## config.mk

```make
export PLATFORM = sky130hd
export DESIGN_NAME = decode_stage
export DESIGN_NICKNAME = d
export VERILOG_FILES = /design/src/rtl/decode_stage.sv
export SDC_FILE = /design/constraint.sdc
export NUM_CORES = 2
export LEC_CHECK = 0
export CAP_MARGIN = 10
export CORE_UTILIZATION = 40
export DETAILED_ROUTE_END_ITERATION = 8
export PLACE_DENSITY = 0.68
export SLEW_MARGIN = 30
export SYNTH_ARGS = -nofsm -noshare
export SYNTH_HDL_FRONTEND = slang
export SYNTH_SLANG_ARGS = --single-unit
```

## constraint.sdc

```tcl
create_clock -name clk -period 9.2 [get_ports clk]
set_input_delay 2.76 -clock clk [delete_from_list [all_inputs] [get_ports clk]]
set_output_delay 2.76 -clock clk [all_outputs]
set_load 0.005 [all_outputs]
```

## src/rtl/decode_stage.sv

```systemverilog
// RISC-V decode stage: register file with write-back bypass, control decode,
// immediate generation, load-use hazard detection and the ID/EX register.
module decode_stage #(
    parameter int XLEN = 64,
    parameter int NREG = 32,
    parameter int RW   = $clog2(NREG)
) (
    input  logic            clk,
    input  logic            rst,
    input  logic            if_valid,
    input  logic [31:0]     ix,
    input  logic [XLEN-1:0] pc_in,
    input  logic            flush,
    input  logic            wb_we,
    input  logic [4:0]      wb_wa,
    input  logic [XLEN-1:0] wb_wd,
    output logic            stall,
    output logic            ex_valid,
    output logic            regWrite,
    output logic            memToReg,
    output logic            branch,
    output logic            jump,
    output logic            memRead,
    output logic            memWrite,
    output logic            aluSrc,
    output logic [1:0]      aluOp,
    output logic [XLEN-1:0] rd1,
    output logic [XLEN-1:0] rd2,
    output logic [XLEN-1:0] imm,
    output logic [XLEN-1:0] pc,
    output logic            funct7_5,
    output logic [2:0]      funct3,
    output logic [4:0]      wa,
    output logic [4:0]      rs1,
    output logic [4:0]      rs2,
    output logic            illegal
);
    localparam logic [6:0] OP_R      = 7'b0110011;
    localparam logic [6:0] OP_IMM    = 7'b0010011;
    localparam logic [6:0] OP_LOAD   = 7'b0000011;
    localparam logic [6:0] OP_STORE  = 7'b0100011;
    localparam logic [6:0] OP_BRANCH = 7'b1100011;
    localparam logic [6:0] OP_JAL    = 7'b1101111;
    localparam logic [6:0] OP_JALR   = 7'b1100111;
    localparam logic [6:0] OP_LUI    = 7'b0110111;
    localparam logic [6:0] OP_AUIPC  = 7'b0010111;

    function automatic logic idx_bad(input logic [4:0] idx);
        return {27'b0, idx} >= 32'(NREG);
    endfunction

    logic [XLEN-1:0] regs_reg [NREG];
    logic            wb_write;
    logic [4:0]      rs_idx [2];
    logic [XLEN-1:0] rs_val [2];

    assign wb_write  = wb_we && (wb_wa != 5'd0) && !idx_bad(wb_wa);
    assign rs_idx[0] = ix[19:15];
    assign rs_idx[1] = ix[24:20];

    always_ff @(posedge clk) begin
        if (!rst) begin
            for (int i = 0; i < NREG; i++) begin
                regs_reg[i] <= '0;
            end
        end else if (wb_write) begin
            regs_reg[wb_wa[RW-1:0]] <= wb_wd;
        end
    end

    // Same-cycle write-back wins over the stored value; x0 is hardwired.
    generate
        for (genvar gi = 0; gi < 2; gi++) begin : g_read
            assign rs_val[gi] = (rs_idx[gi] == 5'd0) ? '0 :
                                (wb_we && wb_wa == rs_idx[gi]) ? wb_wd :
                                regs_reg[rs_idx[gi][RW-1:0]];
        end
    endgenerate

    logic [XLEN-1:0] imm_i, imm_s, imm_b, imm_u, imm_j;
    assign imm_i = XLEN'($signed(ix[31:20]));
    assign imm_s = XLEN'($signed({ix[31:25], ix[11:7]}));
    assign imm_b = XLEN'($signed({ix[31], ix[7], ix[30:25], ix[11:8], 1'b0}));
    assign imm_u = XLEN'($signed({ix[31:12], 12'b0}));
    assign imm_j = XLEN'($signed({ix[31], ix[19:12], ix[20], ix[30:21], 1'b0}));

    logic            reg_write_d, mem_to_reg_d, branch_d, jump_d;
    logic            mem_read_d, mem_write_d, alu_src_d, known_op;
    logic            use_rs1, use_rs2, use_rd;
    logic [1:0]      alu_op_d;
    logic [XLEN-1:0] imm_d;

    always_comb begin
        reg_write_d  = 1'b0;
        mem_to_reg_d = 1'b0;
        branch_d     = 1'b0;
        jump_d       = 1'b0;
        mem_read_d   = 1'b0;
        mem_write_d  = 1'b0;
        alu_src_d    = 1'b0;
        alu_op_d     = 2'b00;
        known_op     = 1'b1;
        use_rs1      = 1'b0;
        use_rs2      = 1'b0;
        use_rd       = 1'b0;
        imm_d        = '0;
        case (ix[6:0])
            OP_R: begin
                reg_write_d = 1'b1; alu_op_d = 2'b10;
                use_rs1 = 1'b1; use_rs2 = 1'b1; use_rd = 1'b1;
            end
            OP_IMM: begin
                reg_write_d = 1'b1; alu_src_d = 1'b1; alu_op_d = 2'b11;
                use_rs1 = 1'b1; use_rd = 1'b1; imm_d = imm_i;
            end
            OP_LOAD: begin
                reg_write_d = 1'b1; mem_read_d = 1'b1; mem_to_reg_d = 1'b1;
                alu_src_d = 1'b1; use_rs1 = 1'b1; use_rd = 1'b1; imm_d = imm_i;
            end
            OP_STORE: begin
                mem_write_d = 1'b1; alu_src_d = 1'b1;
                use_rs1 = 1'b1; use_rs2 = 1'b1; imm_d = imm_s;
            end
            OP_BRANCH: begin
                branch_d = 1'b1; alu_op_d = 2'b01;
                use_rs1 = 1'b1; use_rs2 = 1'b1; imm_d = imm_b;
            end
            OP_JAL: begin
                reg_write_d = 1'b1; jump_d = 1'b1; use_rd = 1'b1; imm_d = imm_j;
            end
            OP_JALR: begin
                reg_write_d = 1'b1; jump_d = 1'b1; alu_src_d = 1'b1;
                use_rs1 = 1'b1; use_rd = 1'b1; imm_d = imm_i;
            end
            OP_LUI, OP_AUIPC: begin
                reg_write_d = 1'b1; alu_src_d = 1'b1; use_rd = 1'b1; imm_d = imm_u;
            end
            default: known_op = 1'b0;
        endcase
    end

    // Only indices the format actually uses can make an instruction illegal.
    logic reg_bad, illegal_d, legal_d;
    assign reg_bad   = (use_rs1 && idx_bad(ix[19:15])) ||
                       (use_rs2 && idx_bad(ix[24:20])) ||
                       (use_rd  && idx_bad(ix[11:7]));
    assign illegal_d = !known_op || reg_bad;
    assign legal_d   = !illegal_d;

    logic hazard_rs1, hazard_rs2;
    assign hazard_rs1 = use_rs1 && (ix[19:15] == wa);
    assign hazard_rs2 = use_rs2 && (ix[24:20] == wa);
    assign stall = if_valid && !flush && ex_valid && memRead && (wa != 5'd0) &&
                   (hazard_rs1 || hazard_rs2);

    always_ff @(posedge clk) begin
        if (!rst) begin
            ex_valid <= 1'b0;
            regWrite <= 1'b0;
            memToReg <= 1'b0;
            branch   <= 1'b0;
            jump     <= 1'b0;
            memRead  <= 1'b0;
            memWrite <= 1'b0;
            aluSrc   <= 1'b0;
            aluOp    <= 2'b00;
            illegal  <= 1'b0;
            rd1      <= '0;
            rd2      <= '0;
            imm      <= '0;
            pc       <= '0;
            funct7_5 <= 1'b0;
            funct3   <= 3'b000;
            wa       <= 5'd0;
            rs1      <= 5'd0;
            rs2      <= 5'd0;
        end else begin
            rd1      <= rs_val[0];
            rd2      <= rs_val[1];
            imm      <= imm_d;
            pc       <= pc_in;
            funct7_5 <= ix[30];
            funct3   <= ix[14:12];
            wa       <= ix[11:7];
            rs1      <= ix[19:15];
            rs2      <= ix[24:20];
            if (flush || stall || !if_valid) begin
                ex_valid <= 1'b0;
                regWrite <= 1'b0;
                memToReg <= 1'b0;
                branch   <= 1'b0;
                jump     <= 1'b0;
                memRead  <= 1'b0;
                memWrite <= 1'b0;
                aluSrc   <= 1'b0;
                aluOp    <= 2'b00;
                illegal  <= 1'b0;
            end else begin
                ex_valid <= 1'b1;
                regWrite <= reg_write_d  && legal_d;
                memToReg <= mem_to_reg_d && legal_d;
                branch   <= branch_d     && legal_d;
                jump     <= jump_d       && legal_d;
                memRead  <= mem_read_d   && legal_d;
                memWrite <= mem_write_d  && legal_d;
                aluSrc   <= alu_src_d    && legal_d;
                aluOp    <= legal_d ? alu_op_d : 2'b00;
                illegal  <= illegal_d;
            end
        end
    end
endmodule

```

* Word-level counts from Yosys, hierarchy flattened *
Memories as Yosys holds them, arrays and structs flattened. A register that Yosys moved wholly into a read port is not among the register bits.
Index checks and enable logic that the tools add are counted.

storage, ports and cells
  register bits after elaboration = 157
  memories kept = 1
  memory bits (writable) = 2048

cells by class
  equal/unequal tests = 11
  bitwise operators = 2
  reductions and logical operators = 37
  multiplexer cells = 19

memories
  name      depth  bits a word  read ports  clocked after Yosys merged registers in  wr ports  RTL line  RTL
  regs_reg  32     64           2           2                                        32        52        logic [XLEN-1:0] regs_reg [NREG];

operator list
  cell                                           count
  case mux 64 bit (5 select lines)               1
  2-to-1 mux 64 bit                              1
  OR reduction 64 bit                            1
  == test 7 x 6 -> 1 bit, second input constant  3
  == test 7 bit, second input constant           3
  2-to-1 mux 1 bit                               15
  == test 7 x 5 -> 1 bit, second input constant  2
  logical AND 1 bit                              14
  OR reduction 6 bit                             2
  == test 5 bit                                  2
  logical NOT 5 bit                              2
  nonzero test 5 bit                             2
  OR reduction 2 bit                             5
  OR reduction 3 bit                             3
  OR reduction 9 bit                             1
  == test 7 x 2 -> 1 bit, second input constant  1
  OR reduction 7 bit                             1
  case mux 2 bit (3 select lines)                1
  2-to-1 mux 5 bit                               1
  logical NOT 1 bit                              3
  logical OR 1 bit                               3
  inverter 1 bit                                 2

* Logic depth before layout (Yosys ltp) *
  depth in word-level cells = 9
  gate-level depth with buffers = 10
  gate-level depth less buffers = 5

* Worst setup path before layout *
Ideal clock, no wire load.

  kind = in2reg
  start = input wb_wa[2]
  end = memory regs_reg[20][0], enable pin
  stages = 6
  setup slack = 515 ps
  data arrival time = 8111 ps
  library setup time = 575 ps
  buffers on the path = 3
  cells stage by stage = buf_2 or3_1 buf_2 nand3b_1 buf_2 o21ai_0

RTL lines
  what             RTL line  RTL
  start, declared  15        input logic [4:0] wb_wa,
  end, declared    52

* Final worst setup path *
  start = input ix[3]
  end = output stall

between the ends
  longest elaborated chain between the ends = 6
  elaborated cells on any way between the ends = 14
  those cells by class = 6 x eq/ne; 2 x mux; 6 x reduce/logical

ends and longest elaborated chain
  what                                                                              RTL line  RTL
  start, declared                                                                   11        input logic [31:0] ix,
  == test 7 bit, or another cell as far along                                       107       case (ix[6:0])
  OR reduction 6 bit (no source line) / OR reduction 3 bit (equally long branches)  n/a
  2-to-1 mux 1 bit                                                                  107
  logical AND 1 bit, on equally long branches                                       151, 152
  logical OR 1 bit (*)                                                              154       (hazard_rs1 || hazard_rs2);
  logical AND 1 bit (*)                                                             153       assign stall = if_valid && !flush && ex_valid && memRead && (wa != 5'd0) &&
  end, declared                                                                     17        output logic stall,

Mark *: on every way between the ends. The rest lies on a longest branch, timed or not.

==> run_results.csv <==
group,metric,value,unit
outcome,outcome,"finished, violations left",
outcome,violations,"antenna violations",
sta,post-route-min-period,8080,ps
power,p_int,19.3,mW
floorplan,start_util,0.402,
clock_network,cts_sinks,2301,
sta,max_freq,124,MHz
worst_hold_path,min_path_type,"reg2reg",
place,gp_congestion,0.853,
job,maxCapViolCount,0,
power,power_frac_clock,0.408,
global_route,first_global_vias,80000,
power,power.density,192,nW/um2
clock_network,cts_tree,"built",
sta,setup_viol,0,
yosys,synth_compound_area_frac,0.0673,
final_layout,final_common_cell,"and2_1",
sta,max_slew_margin,0.206,
yosys,synth_top_family_by_area,"multiplexers",
sta,drv_slew,0,
final_layout,finish.utilization,0.463,
place,post-dp-hpwl,242000,um
yosys,synth_seq_area_share,0.569,
yosys,synth-xor-area-share,0.00150,
power,swShare,0.252,
clock_network,numCtsBuffers,267,
yosys,synth-adder-area-share,0,
clock_network,clk_latency,880,ps
sta,final-hold-violation-count,0,
detailed_routing,first_pass_iters,6,
setup_path,crit_type,"in2out",
floorplan,pin_count,457,
power,p_switching,6.53,mW
detailed_routing,routed_wl,457000,um
final_layout,layout_common_cells,"2066 x and2_1, 2048 x edfxtp_1, 815 x mux4_2, 513 x mux2i_1, 409 x clkdlybuf4s50_1",
floorplan,design.core.area,291000,um2
sta,tns,0,ps
floorplan,die_h,543,um
place,port_buffers,456,
floorplan,die_area,295000,um2
yosys,synthMuxAreaShare,0.201,
sta,fin_worst_skew,58.7,ps
setup_path,end_kind,"output port",
power,seq_power_share,0.478,
final_layout,syn_to_final_growth,15.1,%
yosys,yosys.area_share.simple,0.127,
sta,worstMarginPinSlew,1190,ps
setup_path,cp-start-kind,"input port",
setup_path,crit_arrival,5320,ps
clock_network,cts.htree.levels,5,
clock_network,clk_pin_slew_worst_paths,60,ps
power,power_frac_comb,0.114,
sta,fin_crit_sh,0.879,
clock_network,post_cts_buffers,0,
power,ir_drop,0.133,mV
setup_path,crit_required,6440,ps
yosys,ys_ff_latch,2301,
power,leakagePower,46.8,nW
yosys,synth_enable_flop_cells,2048,
place,place_area,126000,um2
global_route,antenna_found_initial,77,
detailed_routing,wl_per_cell,36.9,um
yosys,netlist_instances,8072,
floorplan,fp.dieW,543,um
detailed_routing,num_vias,82300,
clock_network,clockBufferDepth,4,
final_layout,postLayoutCellArea,135000,um2
yosys,ys.flop_type,"edfxtp_1",
final_layout,nNetsFinal,8373,
clock_network,cts_resized,0,
global_route,track_usage,0.303,
yosys,syn_area,117000,um2
detailed_routing,ant_nets,1,
detailed_routing,drc_errors,0,
detailed_routing,drt-vias-per-instance,6.64,
global_route,grt_pass1_wl,623000,um
yosys,ys.warnings.count,0,
final_layout,largest_reg_flops,2048,
global_route,grt_max_degree,115,
clock_network,cts-root-buf,"clkbuf_16",
detailed_routing,drt_iter0_markers,14900,
global_route,grt-ovfl-total,0,
yosys,synth_cell_type_count,64,
setup_path,crit_fanout,9,
final_layout,drive_gt1_frac,0.187,
yosys,synthArstFlopShare,0,
clock_network,postCtsHoldBufs,0,
yosys,synth_area_per_cell,14.5,um2
floorplan,rows,198,
sta,rsz0062_at_grt,"false",
[critical path: stages]
cell	delay [ps]
clkdlybuf4s50_1	520
nand4bb_1	440
a2111oi_0	590
a22oi_1	230
nor2_1	220
clkdlybuf4s50_1	550
[power by group through the flow]
stage | Sequential [mW] | Combinational (mW) | Clock, mW
after CTS | 12.3 | 2.88 | 10.6
after floorplan | 12.4 | 1.70 | 0
after global placement | 12.5 | 2.84 | 0
final | 12.3 | 2.94 | 10.6
after detailed placement | 12.5 | 2.87 | 0
after global routing | 12.4 | 3.02 | 10.9
[routing by layer]
| metal | track usage | up-vias | wire, um | share of wire |
|---|---|---|---|---|
| met2 | 0.468 | 7792 | 205000 | 0.45 |
| met4 | 0.182 | 32 | 30500 | 0.067 |
| met3 | 0.0957 | 1790 | 69700 | 0.15 |
| met5 | 0 | - | 205 | 0.00045 |
| met1 | 0.372 | 41400 | 152000 | 0.33 |
| li1 | - | 31300 | - | - |
[metrics by stage]
stage	hold slack (ps)	setup WS (ps)	std cells	total power, mW
after detailed placement	830	1180	11800	15.4
final	826	1120	12400	25.9
after CTS	829	1170	12300	25.8
after global placement	802	1160	11800	15.3
after global routing	879	957	12300	26.4
after floorplan	725	515	8135	14.1
[worst paths after layout]
| path | from | end | slack (ps) | cells after the start |
|---|---|---|---|---|
| max | ix[3] | stall | 1120 | 6 |
| min | regs_reg[22][24] | rd2[24] | 830 | 4 |
| max reg2reg | regs_reg[31][23] | rd2[23] | 6820 | 4 |
| min reg2reg | regs_reg[22][24] | rd2[24] | 830 | 4 |
[kinds of logic (layout without fill, tap and decap cells)]
logic type      after synthesis  count (layout)
other cells                   1             135
flops                      2301            2301
mux                        1330            1330
compound gates             1079            1079
buf+inv                     889            1167
simple gates               2452            2452
xor+xnor                     20              20
[cell type report]
type | count | area (um2)
multi-input cells | 4945 | 47400
well taps | 3900 | 4880
inverters | 5 | 26.3
diodes | 71 | 178
fillers | 24800 | 156000
clock buffers | 386 | 7540
flip-flops and latches | 2301 | 66600
repair buffers | 683 | 7190
clock inverters | 93 | 956
[synthesized netlist by cell type (19+ instances only)]
library cell     n  share of area
o21bai_1        62         0.0040
mux2i_1        513          0.044
o221ai_1        45         0.0034
nor3_1          24         0.0010
a21oi_1        192         0.0082
clkbuf_1       572          0.018
or3_1           20         0.0011
a22o_1          52         0.0039
nor2_1          92         0.0030
dfxtp_1        253          0.043
buf_4          102         0.0065
or3b_2          20         0.0015
nor2b_1         68         0.0036
edfxtp_1      2048           0.53
nand2_1         81         0.0026
o211ai_1        19         0.0012
o21ai_0         54         0.0023
and2_1        2067           0.11
a211o_1         72         0.0054
o22ai_1         42         0.0022
buf_1           42         0.0013
a211oi_1       154         0.0099
mux4_2         815           0.16
nand3_1         40         0.0017
a221oi_1       122         0.0091
buf_2          157         0.0067
a22oi_1        193          0.012
Note: power is estimated with default switching activity, not from simulation.
